--- src/rtl/decode_pkg.sv ---
// Shared types and constants for the LZS token parser.
package decode_pkg;

    typedef enum logic [1:0] {ST_TOKEN, ST_LEN, ST_EXT, ST_DONE} state_t;

    localparam int unsigned LIT_BITS  = 9;
    localparam int unsigned SOFF_BITS = 9;
    localparam int unsigned LOFF_BITS = 13;
    localparam int unsigned NIB_BITS  = 4;
    localparam int unsigned EXT_BASE  = 8;
    localparam int unsigned EXT_STEP  = 15;

    localparam int unsigned CMD_OFF_W = 11;
    localparam int unsigned CMD_LEN_W = 5;

    typedef struct packed {
        logic                 literal;
        logic [7:0]           data;
        logic [CMD_OFF_W-1:0] offset;
        logic [CMD_LEN_W-1:0] length;
        logic                 last;
    } cmd_t;

endpackage

--- src/rtl/decode_parse_len.sv ---
// Combinational LZS length-code decoder; code is the top 4 bits of the window.
module decode_parse_len
    import decode_pkg::*;
(
    input  logic [3:0]           code,
    output logic [CMD_LEN_W-1:0] length,
    output logic [3:0]           width,
    output logic                 to_ext
);

    always_comb begin
        length = '0;
        width  = 4'd2;
        to_ext = 1'b0;
        case (code[3:2])
            2'b00: length = 5'd2;
            2'b01: length = 5'd3;
            2'b10: length = 5'd4;
            default: begin
                width = 4'(NIB_BITS);
                case (code[1:0])
                    2'b00: length = 5'd5;
                    2'b01: length = 5'd6;
                    2'b10: length = 5'd7;
                    default: begin
                        length = 5'(EXT_BASE);
                        to_ext = 1'b1;
                    end
                endcase
            end
        endcase
    end

endmodule

--- src/rtl/decode_parse.sv ---
// LZS token parser: decodes literal / copy / end-marker tokens from a 13-bit
// MSB-first window and emits one registered command per literal or copy segment.
module decode_parse
    import decode_pkg::*;
#(
    parameter int LEN_W = 5,
    parameter int OFF_W = 11
) (
    input  logic             clk,
    input  logic             rst,
    input  logic             start,
    input  logic [12:0]      stream_data,
    input  logic             stream_valid,
    input  logic             stream_done,
    output logic [3:0]       stream_width,
    output logic             stream_ack,
    output logic             out_valid,
    input  logic             out_ready,
    output logic             out_literal,
    output logic [7:0]       out_data,
    output logic [OFF_W-1:0] out_offset,
    output logic [LEN_W-1:0] out_length,
    output logic             out_last,
    output logic             parse_err
);

    localparam logic [3:0] W_LIT  = 4'(LIT_BITS);
    localparam logic [3:0] W_SOFF = 4'(SOFF_BITS);
    localparam logic [3:0] W_LOFF = 4'(LOFF_BITS);
    localparam logic [3:0] W_NIB  = 4'(NIB_BITS);
    localparam logic [3:0] NIB_EXT = 4'(EXT_STEP);

    state_t                state, state_n;
    logic [CMD_LEN_W-1:0]  acc, acc_n;
    logic [CMD_OFF_W-1:0]  off_q, off_n;
    cmd_t                  cmd_q, new_cmd;
    logic                  slot_free, active;
    logic                  emit, marker, err;
    logic [3:0]            width;
    logic [CMD_LEN_W-1:0]  len_dec, ext_sum;
    logic [3:0]            len_w;
    logic                  len_to_ext;
    logic [3:0]            nib;

    decode_parse_len u_len (
        .code   (stream_data[12:9]),
        .length (len_dec),
        .width  (len_w),
        .to_ext (len_to_ext)
    );

    assign slot_free = ~out_valid | out_ready;
    assign active    = stream_valid & slot_free & (state != ST_DONE);
    assign nib       = stream_data[12:9];
    assign ext_sum   = acc + CMD_LEN_W'(nib);

    always_comb begin
        state_n = state;
        acc_n   = acc;
        off_n   = off_q;
        width   = '0;
        emit    = 1'b0;
        marker  = 1'b0;
        err     = 1'b0;
        new_cmd = '0;
        case (state)
            ST_TOKEN: begin
                if (active) begin
                    if (!stream_data[12]) begin
                        width           = W_LIT;
                        emit            = 1'b1;
                        new_cmd.literal = 1'b1;
                        new_cmd.data    = stream_data[11:4];
                    end else if (stream_data[11]) begin
                        width = W_SOFF;
                        if (stream_data[10:4] != '0) begin
                            off_n   = {4'b0, stream_data[10:4]};
                            state_n = ST_LEN;
                        end else begin
                            marker  = 1'b1;
                            state_n = ST_DONE;
                        end
                    end else begin
                        width = W_LOFF;
                        if (stream_data[10:0] == '0) begin
                            err     = 1'b1;
                            state_n = ST_DONE;
                        end else begin
                            off_n   = stream_data[10:0];
                            state_n = ST_LEN;
                        end
                    end
                end
            end
            ST_LEN: begin
                if (active) begin
                    width = len_w;
                    if (len_to_ext) begin
                        acc_n   = len_dec;
                        state_n = ST_EXT;
                    end else begin
                        emit           = 1'b1;
                        new_cmd.offset = off_q;
                        new_cmd.length = len_dec;
                        state_n        = ST_TOKEN;
                    end
                end else if (!stream_valid && stream_done) begin
                    err     = 1'b1;
                    state_n = ST_DONE;
                end
            end
            ST_EXT: begin
                if (active) begin
                    width          = W_NIB;
                    new_cmd.offset = off_q;
                    new_cmd.length = ext_sum;
                    acc_n          = '0;
                    emit           = (ext_sum != '0);
                    if (nib != NIB_EXT)
                        state_n = ST_TOKEN;
                end else if (!stream_valid && stream_done) begin
                    err     = 1'b1;
                    state_n = ST_DONE;
                end
            end
            default: begin
                if (start) begin
                    state_n = ST_TOKEN;
                    acc_n   = '0;
                end
            end
        endcase
        // An acked marker always finds the register free or draining this
        // cycle, so the last flag travels on its own zero-length command.
        if (marker)
            new_cmd.last = 1'b1;
    end

    assign stream_ack   = active;
    assign stream_width = width;

    always_ff @(posedge clk) begin
        if (rst) begin
            state     <= ST_TOKEN;
            acc       <= '0;
            off_q     <= '0;
            cmd_q     <= '0;
            out_valid <= 1'b0;
            parse_err <= 1'b0;
        end else begin
            state <= state_n;
            acc   <= acc_n;
            off_q <= off_n;
            if (err)
                parse_err <= 1'b1;
            else if (state == ST_DONE && start)
                parse_err <= 1'b0;
            if (emit || marker) begin
                cmd_q     <= new_cmd;
                out_valid <= 1'b1;
            end else if (out_valid && out_ready) begin
                out_valid <= 1'b0;
                if (state != ST_DONE)
                    cmd_q.last <= 1'b0;
            end
            if (state == ST_DONE && start && slot_free)
                cmd_q.last <= 1'b0;
        end
    end

    assign out_literal = cmd_q.literal;
    assign out_data    = cmd_q.data;
    assign out_offset  = OFF_W'(cmd_q.offset);
    assign out_length  = LEN_W'(cmd_q.length);
    assign out_last    = cmd_q.last;

endmodule
--- config.mk ---
export PLATFORM = sky130hd
export DESIGN_NAME = decode_parse
export DESIGN_NICKNAME = d
export VERILOG_FILES = /design/src/rtl/decode_pkg.sv /design/src/rtl/decode_parse_len.sv /design/src/rtl/decode_parse.sv
export SDC_FILE = /design/constraint.sdc
export NUM_CORES = 1
export LEC_CHECK = 0
export CORE_AREA = 2 2 85 103
export CTS_BUF_LIST = sky130_fd_sc_hd__clkbuf_8
export DETAILED_ROUTE_END_ITERATION = 12
export DIE_AREA = 0 0 87 105
export GPL_ROUTABILITY_DRIVEN = 0
export SLEW_MARGIN = 10
export SYNTH_ARGS = -nofsm -noshare
export SYNTH_HDL_FRONTEND = slang
export SYNTH_SLANG_ARGS = --single-unit
--- constraint.sdc ---
create_clock -name clk -period 4.9 [get_ports clk]
set_input_delay 0.98 -clock clk [delete_from_list [all_inputs] [get_ports clk]]
set_output_delay 0.98 -clock clk [all_outputs]
set_load 0.03 [all_outputs]
== Word level (Yosys, flattened, before mapping) ==
Index checks and enable logic that the tools add are counted.

* Flip-flop bits (word level): 46
* Input port bits: 19
* Output and inout bits: 33
* Word-level logic and storage cells: 122

* $add $sub $neg: 1
* Equal/unequal tests: 17
* Muxes and demuxes: 64
* Bitwise operators: 5
* Reduce and logical (&&, ||, !) cells: 25

{| class="wikitable"
|+ Operator list
! operator !! number
|-
| 16-bit 2-to-1 mux || 3
|-
| 11-bit 2-to-1 mux || 3
|-
| 16-bit one-hot mux with 2 select lines || 1
|-
| 5-bit one-hot mux with 3 select lines || 2
|-
| 9-bit 2-to-1 mux || 3
|-
| 1-bit 2-to-1 mux || 26
|-
| 4-bit one-hot mux with 3 select lines || 2
|-
| 2-bit 2-to-1 mux || 11
|-
| 5-bit 2-to-1 mux || 4
|-
| 2-bit != test, second input constant || 7
|-
| 3-bit 2-to-1 mux || 4
|-
| 11-bit logical NOT || 1
|-
| 5-bit AND reduction || 2
|-
| 2-bit == test, second input constant || 4
|-
| 4-bit 2-to-1 mux || 2
|-
| 7-bit nonzero test || 1
|-
| 2-bit by 1-bit == test with 1-bit output, second input constant || 3
|-
| 2-bit logical NOT || 3
|-
| 2-bit one-hot mux with 3 select lines || 1
|-
| 2-bit nonzero test || 3
|-
| 3-bit OR reduction || 2
|-
| 5-bit by 4-bit adder with 5-bit output || 1
|-
| 5-bit nonzero test || 1
|-
| 1-bit logical AND || 4
|-
| 15 further kinds || 18
|}

== Logic depth before layout (Yosys ltp) ==
* Depth after elaboration: 10
* Depth in mapped cells: 8

== By module ==
Synthesis repeated with hierarchy kept, for this count alone.

* Cells, all modules: 289
* Area total of the unflattened synthesis: 2583.7 sq um

{| class="wikitable"
|+ By module, submodules not included
! module !! times used !! cells an instance !! area each (sq um) !! seq. area each (sq um)
|-
| decode_parse || 1 || 271 || 2459.9 || 920.9
|-
| decode_parse_len || 1 || 18 || 123.9 || 0.0
|}

== Worst setup path after synthesis ==
OpenSTA, ideal clock, no wires.

* Path kind: input to output
* From: input stream_data[11]
* To: output stream_width[2]
* Arrival time: 2.318 ns
* Slack: 1.602 ns
* Cell stages on the path: 5
* Cell sequence: buf_2 buf_1 o21ai_0 a21oi_1 nor3_1

* Cells in the longest elaborated chain, start to end: 5
* Elaborated cells between the ends (all ways): 10
* Classes of those cells: eq/ne (2); mux (6); reduce/logical (2)

{| class="wikitable"
|+ RTL lines
! item !! line !! text
|-
| start: declaration || decode_parse.sv:12 || <nowiki>input logic [12:0] stream_data,</nowiki>
|-
| 2-bit by 1-bit == test with 1-bit output (tied with other cells) || decode_parse_len.sv:15 || <nowiki>case (code[3:2])</nowiki>
|-
| 3-bit OR reduction (no line) || -- ||
|-
| 3-bit 2-to-1 mux || decode_parse_len.sv:15 ||
|-
| 4-bit 2-to-1 mux || decode_parse.sv:96 || <nowiki>if (active) begin</nowiki>
|-
| 4-bit one-hot mux with 3 select lines (*) || decode_parse.sv:66 || <nowiki>case (state)</nowiki>
|-
| end: declaration || decode_parse.sv:15 || <nowiki>output logic [3:0] stream_width,</nowiki>
|}

Mark *: on every way between the ends. The rest lies on a longest branch, timed or not.

== Final worst setup path ==
* From: input out_ready
* To: output stream_width[1]

* Cells in the longest elaborated chain, start to end: 5
* Elaborated cells between the ends (all ways): 6
* Classes of those cells: mux (3); bitwise (3)

{| class="wikitable"
|+ RTL lines
! item !! line !! text
|-
| start: declaration || decode_parse.sv:18 || <nowiki>input logic out_ready,</nowiki>
|-
| 1-bit OR (*) || decode_parse.sv:52 || <nowiki>assign slot_free = ~out_valid | out_ready;</nowiki>
|-
| 1-bit AND (*) (2 in series) || decode_parse.sv:53 || <nowiki>assign active = stream_valid & slot_free & (state != ST_DONE);</nowiki>
|-
| 4-bit 2-to-1 mux, on equally long branches || decode_parse.sv:96, decode_parse.sv:68 ||
|-
| 4-bit one-hot mux with 3 select lines (*) || decode_parse.sv:66 ||
|}

Marked as above.

==> out/metrics.yaml <==
cts:
  cts_sinks: 45
  cts_root_buf: "clkbuf_8"
  numCtsBuffers: 5
  clk_pin_slew_ns: 0.10
  cts.repair.resized: 0
  cts_tree: "done"
  clk_path_buf_depth: 2
  post_cts.repair.setup_buffers: 0
  htree_levels: 2
  hold_buffers: 0
  clk-insertion-delay-late_ns: 0.30
yosys:
  ys.flop_type: "dfxtp_1"
  syn_avg_cell_area_sq_um: 9.28
  synth_cells: 258
  seq_area_frac_synth: 0.376
  synth_edf_count: 0
  ys_types: 61
  synth-seq-cells: 45
  async_flop_share: 0
  ys_warn_count: 0
  synth.net_count: 291
  synth.cell_area_sq_um: 2390
sta:
  setup_tns_ns: 0
  finalMaxSlewViolations: 0
  finalHoldViolCount: 0
  finClkSkew_ns: 0.0111
  worstMarginPinSlew_ns: 0.819
  rsz0062_at_grt: "false"
  relSlewSlack: 0.453
  period_share: 0.791
  fin_crit_ns: 3.88
  hold_ws_ns: 0.462
  final-setup-viol-count: 0
  max_freq_mhz: 258
worst_hold_path:
  hp-start: "off_q[10]"
  whs_path_depth: 2
  min_to: "off_q[10]"
  hold_class: "flip-flop to flip-flop"
pwr:
  sequentialPowerShare: 0.462
  intPower_w: 0.000573
  vdd_drop_max_uv: 104
  power_density_nw_per_um2: 278
  p_sw_frac: 0.327
  net-switching-power_w: 0.000278
  power.leakage_nw: 1.11
  clkPwrFrac: 0.282
  pwr-share-comb: 0.256
cells_and_area:
  stdcell_area_sq_um: 3060
  finalNetCount: 338
  multi_input_area_sq_um: 1390
  mostFrequentLayoutCells: "clkdlybuf4s50_1, dfxtp_1, nand2_1"
  antennaDiodeCount: 0
  final_common_cell: "clkdlybuf4s50_1"
  ff_latch_area_sq_um: 901
  fillers: 825
  syn_to_final_growth_pct: 27.8
  layout-drive-gt1-share: 0.0817
drt:
  drt-pass1-iter-count: 4
  vias: 2168
  drt_iter0_markers: 108
  drc_errors: 0
  routed_via_density: 5.41
  drtAntennaViolNets: 0
  wl_per_cell_um: 15.6
  wl_um: 6260
floorplan:
  core_sq_um: 8060
  ios: 52
  initial_core_util: 0.297
  die_w_um: 87
  placementRows: 36
  dieArea_sq_um: 9140
  die_h_um: 105
placement:
  place_area_sq_um: 2970
  hpwl_um: 4640
  portBuffers: 51
grt:
  grt_util_met1: 0.189
  grt_max_degree: 25
  grt_use_total: 0.139
  grt-busiest-layer: "met2"
  grt_antenna_before_repair: 0
  grt_pass1_vias: 2015
  grt_use_met2: 0.224
  grt-ovfl-total: 0
  use_met3: 0.0261
  grt_pass1_wl_um: 10300
worst_setup_path:
  critical_path_class: "input pin to primary output"
  start_kind: "input pin"
  reg2reg_depth: 6
  setup.worst_path.end_class: "primary output"
  timing.rr.start: "state[1]"
  crit_path_start: "out_ready"
  worstReg2RegEnd: "out_offset[9]"
  critPathMaxFanout: 5
  r2r_slack_ns: 2.38
  worstPathRequired_ns: 3.92
  critPathArrivalTime_ns: 2.90
run_status:
  status: "completed"
job:
  maxCapViolCount: 0
-- through the flow --
stage          cells  setup slack (ns)  utilization  total power (W)
2_1_floorplan    258              1.60            -         0.000547
3_3_place_gp     393              1.04        0.368         0.000617
3_5_place_dp     393              1.00        0.368         0.000619
4_1_cts          401              1.00        0.380         0.000861
5_1_grt          401             0.883        0.380         0.000898
6_report         401              1.02        0.380         0.000851
-- worst max path at each step --
stage	end	slack (ns)
2_1_floorplan	stream_width[2]	1.60
3_5_place_dp	stream_width[1]	1.00
6_report	stream_width[1]	1.02
3_3_place_gp	stream_width[1]	1.04
4_1_cts	stream_width[1]	1.00
5_1_grt	stream_width[1]	0.88
-- Yosys cell counts, types with 2 or more instances --
library cell / n / area (sq um)
ha_1: 13 / 163
a211oi_1: 10 / 75.1
o2bb2ai_1: 6 / 52.6
nand2b_1: 3 / 18.8
nor2b_1: 5 / 31.3
nand3_1: 8 / 40.0
buf_6: 2 / 22.5
buf_4: 2 / 15.0
o21ai_0: 9 / 45.0
a32o_1: 9 / 90.1
a22o_1: 10 / 87.6
nand2_1: 21 / 78.8
nor4_1: 2 / 12.5
o21a_1: 3 / 22.5
o211ai_1: 2 / 15.0
clkbuf_1: 6 / 22.5
buf_2: 2 / 10.0
o22ai_1: 2 / 12.5
nor3_1: 4 / 20.0
a211oi_2: 2 / 25.0
inv_1: 8 / 30.0
nand3b_1: 2 / 15.0
a31oi_1: 2 / 12.5
and3_1: 2 / 12.5
and2_1: 2 / 12.5
a21oi_1: 18 / 90.1
mux2i_1: 9 / 90.1
nor2_1: 17 / 63.8
dfxtp_1: 45 / 901
-- layer usage --
layer	up-vias	wire length, um
met1	1040	2860
met2	62	2980
li1	1060	-
met4	0	61
met3	6	355
met5	-	0
-- logic make-up (layout without fill, tap and decap cells) --
kind of cell	Yosys count	count (layout)	synth area share
AOI/OAI and AO/OA	86	86	0.273
and+or+nand+nor	81	81	0.188
DFF	45	45	0.376
buffers and inverters	22	70	0.0454
adders and majority gates	14	14	0.0763
muxes	9	9	0.0376
xor gates and xnor gates	1	1	0.00366
-- registers in the layout, indices dropped and copies added (netlist names) --
signal / flops
acc: 4
off_q: 11
out_data: 8
out_last: 1
out_length: 5
out_literal: 1
out_offset: 11
out_valid: 1
parse_err: 1
state: 2
-- layout make-up --
type / instances / share of cell area
sequential: 45 / 0.294
multi-input combinational: 191 / 0.452
clock inverter: 3 / 0.00817
inverter: 8 / 0.00981
tap: 95 / 0.0388
clock buffer: 5 / 0.0225
timing repair buffer: 54 / 0.174
-- worst max-delay path, stage by stage --
cell and delay, ns:
clkdlybuf4s50_1 0.54, nand2b_1 0.23, nand2_1 0.15, inv_1 0.12
nand2_1 0.05, a21oi_1 0.14, clkdlybuf4s50_1 0.69
-- power groups by stage --
stage               Sequential (W)  Combinational, W  Clock (W)
finish                    0.000393          0.000218   0.000240
global route              0.000395          0.000239   0.000264
CTS                       0.000393          0.000219   0.000250
detailed placement        0.000402          0.000217          0
global placement          0.000401          0.000216          0
floorplan                 0.000414          0.000133          0
No activity file was read; power rests on OpenSTA's default activity.
==> variant, RTL diff (same flow settings) <==
Set the package constant `CMD_LEN_W` to 7 (it was 5).
--- a/src/rtl/decode_pkg.sv
+++ b/src/rtl/decode_pkg.sv
@@ -11,7 +11,7 @@
     localparam int unsigned EXT_STEP  = 15;
 
     localparam int unsigned CMD_OFF_W = 11;
-    localparam int unsigned CMD_LEN_W = 5;
+    localparam int unsigned CMD_LEN_W = 7;
 
     typedef struct packed {
         logic                 literal;
Function: no difference found for any inputs over 4 cycles, from zero or initial values and one cycle with rst high; that may be too few to reach the edited logic, so the function may still have changed.
==> variant against the original RTL <==
  * Design area fell by 1.4%
  * Die area did not move
  * Sequential cell count did not move
  * Power rose by 3.6%
  * Via count fell by 4.8%
  * Count of clock-buffer cells in the layout did not move
  * Critical path depth did not move
  * Area after synthesis fell by 2.1%
  * Setup slack got worse by 0.033 ns
  * Routed wire length fell by 2.0%
  * Non-clock buffer count rose by 1
  * Critical endpoint unchanged
  * Largest cell class unchanged
  * Highest routed layer unchanged
==> variant: results (changes against the original RTL) <==
top post-synthesis cells by area dfxtp_1, ha_1, a32o_1, a22o_1, nand2_1; Worst setup startpoint out_ready; clock-pin slew on the worst setup and hold paths 0.08 ns (-0.02 ns); setup tns final 0 ns (unchanged); htree depth 2 (unchanged); r2r setup slk 2.21 ns (-0.17 ns); worst-margin pin slew 0.762 ns (-0.0571 ns); Post-synth top cells dfxtp_1, nand2_1, a21oi_1; worst r2r dst out_data[3]$_SDFFE_PP0P_; vias 2063 (-4.8%); largest net degree at the start of global routing 26 (+4.0%); final setup vio count 0 (unchanged); insertion delay to the later sink of the worst-skew pair 0.29 ns; Iteration-0 DRC Markers 82 (-24%); Max Buffers Root-to-Sink 2 (unchanged); M3 GR Usage 2.76% (+0.16 points); first-pass GRT wire length 10.0 mm (-2.6%); Crit Reg-Reg Startpoint state[1]$_SDFFE_PP0P_; hold path cells 2 (unchanged); reg2reg path depth 7 (+1); WP data arrival 2.93 ns (+0.03 ns); met1 usage 18.4% (-0.54 points); min-delay src off_q[8]$_SDFFE_PP0P_; worst hold path class reg2reg; P_leak 1.10 nW (-1.3%); outcome finished clean; ANT cells 0 (unchanged); post-synthesis sequential area ratio 38.4% (+0.80 points); met2 GRT Util 22.4% (-0.055 points); Inserted Clock Buffers 5 (unchanged); Net count, final 325 (-3.8%); vias in the first global route 1963 (-2.6%); Hold EP off_q[8]$_SDFFE_PP0P_; Syn Nets 279 (-4.1%); pre-CTS WS 0.975 ns (-0.0265 ns); Netlist cell types 59 (-3.3%); worst-path fanout max 6 (+1); share of cells above drive strength 1 8.56% (+0.39 points); post-DP HPWL 4.54 mm (-2.1%); Max Clock Skew 0.00825 ns (-0.00283 ns); Total GRT Usage 13.7% (-0.15 points); peak supply drop 132 uV (+27%); fill count 803 (-2.7%); total routed wirelength 6.13 mm (-2.0%)
## variant: report_power, final
| group | total (mW) | internal (mW) | switching (mW) |
|---|---|---|---|
| sequential | 0.393 | 0.383 | 0.0103 |
| combinational | 0.218 | 0.0840 | 0.134 |
| clock | 0.270 | 0.148 | 0.122 |
| total | 0.881 | 0.615 | 0.266 |
## variant: how the worst max path moves through the flow
stage	slack, ns	depth (start not counted)	end
after floorplan	1.46	3	stream_width[3]
after global placement	0.99	7	stream_width[1]
after detailed placement	0.97	7	stream_width[1]
after CTS	0.97	7	stream_width[1]
after global routing	0.87	7	stream_width[1]
final	0.99	7	stream_width[1]
## variant: cells by family (layout without fill, tap and decap cells)
family,after synthesis,in the layout,synth area share [%]
fa+ha+maj,14,14,7.79
buf+inv,24,70,5.07
flops,45,45,38.4
mux,7,7,2.99
simple gates,73,73,16.8
compound gates,82,82,28.6
xor+xnor,1,1,0.374
## variant: through the flow
stage	instance area (um^2)	std cells	hold WS [ns]	power (mW)
final	3020	387	0.458	0.881
after global routing	3020	387	0.491	0.923
after global placement	2920	380	0.443	0.617
after floorplan	2340	246	0.432	0.548
after CTS	3020	387	0.459	0.890
after detailed placement	2920	380	0.447	0.618
## variant: layer usage
metal / routed length (um) / part of all wire (%)
met5: 0 / 0
met4: 44 / 0.72
met3: 246 / 4.0
met2: 2910 / 48
met1: 2930 / 48
## variant: worst max-delay path: stages
cell             delay [ns]
clkdlybuf4s50_1        0.49
nand2b_1               0.25
nand2_2                0.13
inv_1                  0.09
nand2_1                0.05
a21oi_1                0.23
clkdlybuf4s50_1        0.71
## variant: area by class of cell
cell class,instances,area share (%)
repair buffers,55,17.9
inverters,8,0.995
clock inverters,2,1.16
flip-flops and latches,45,29.8
multi-input cells,177,43.9
well taps,95,3.94
clock buffers,5,2.28
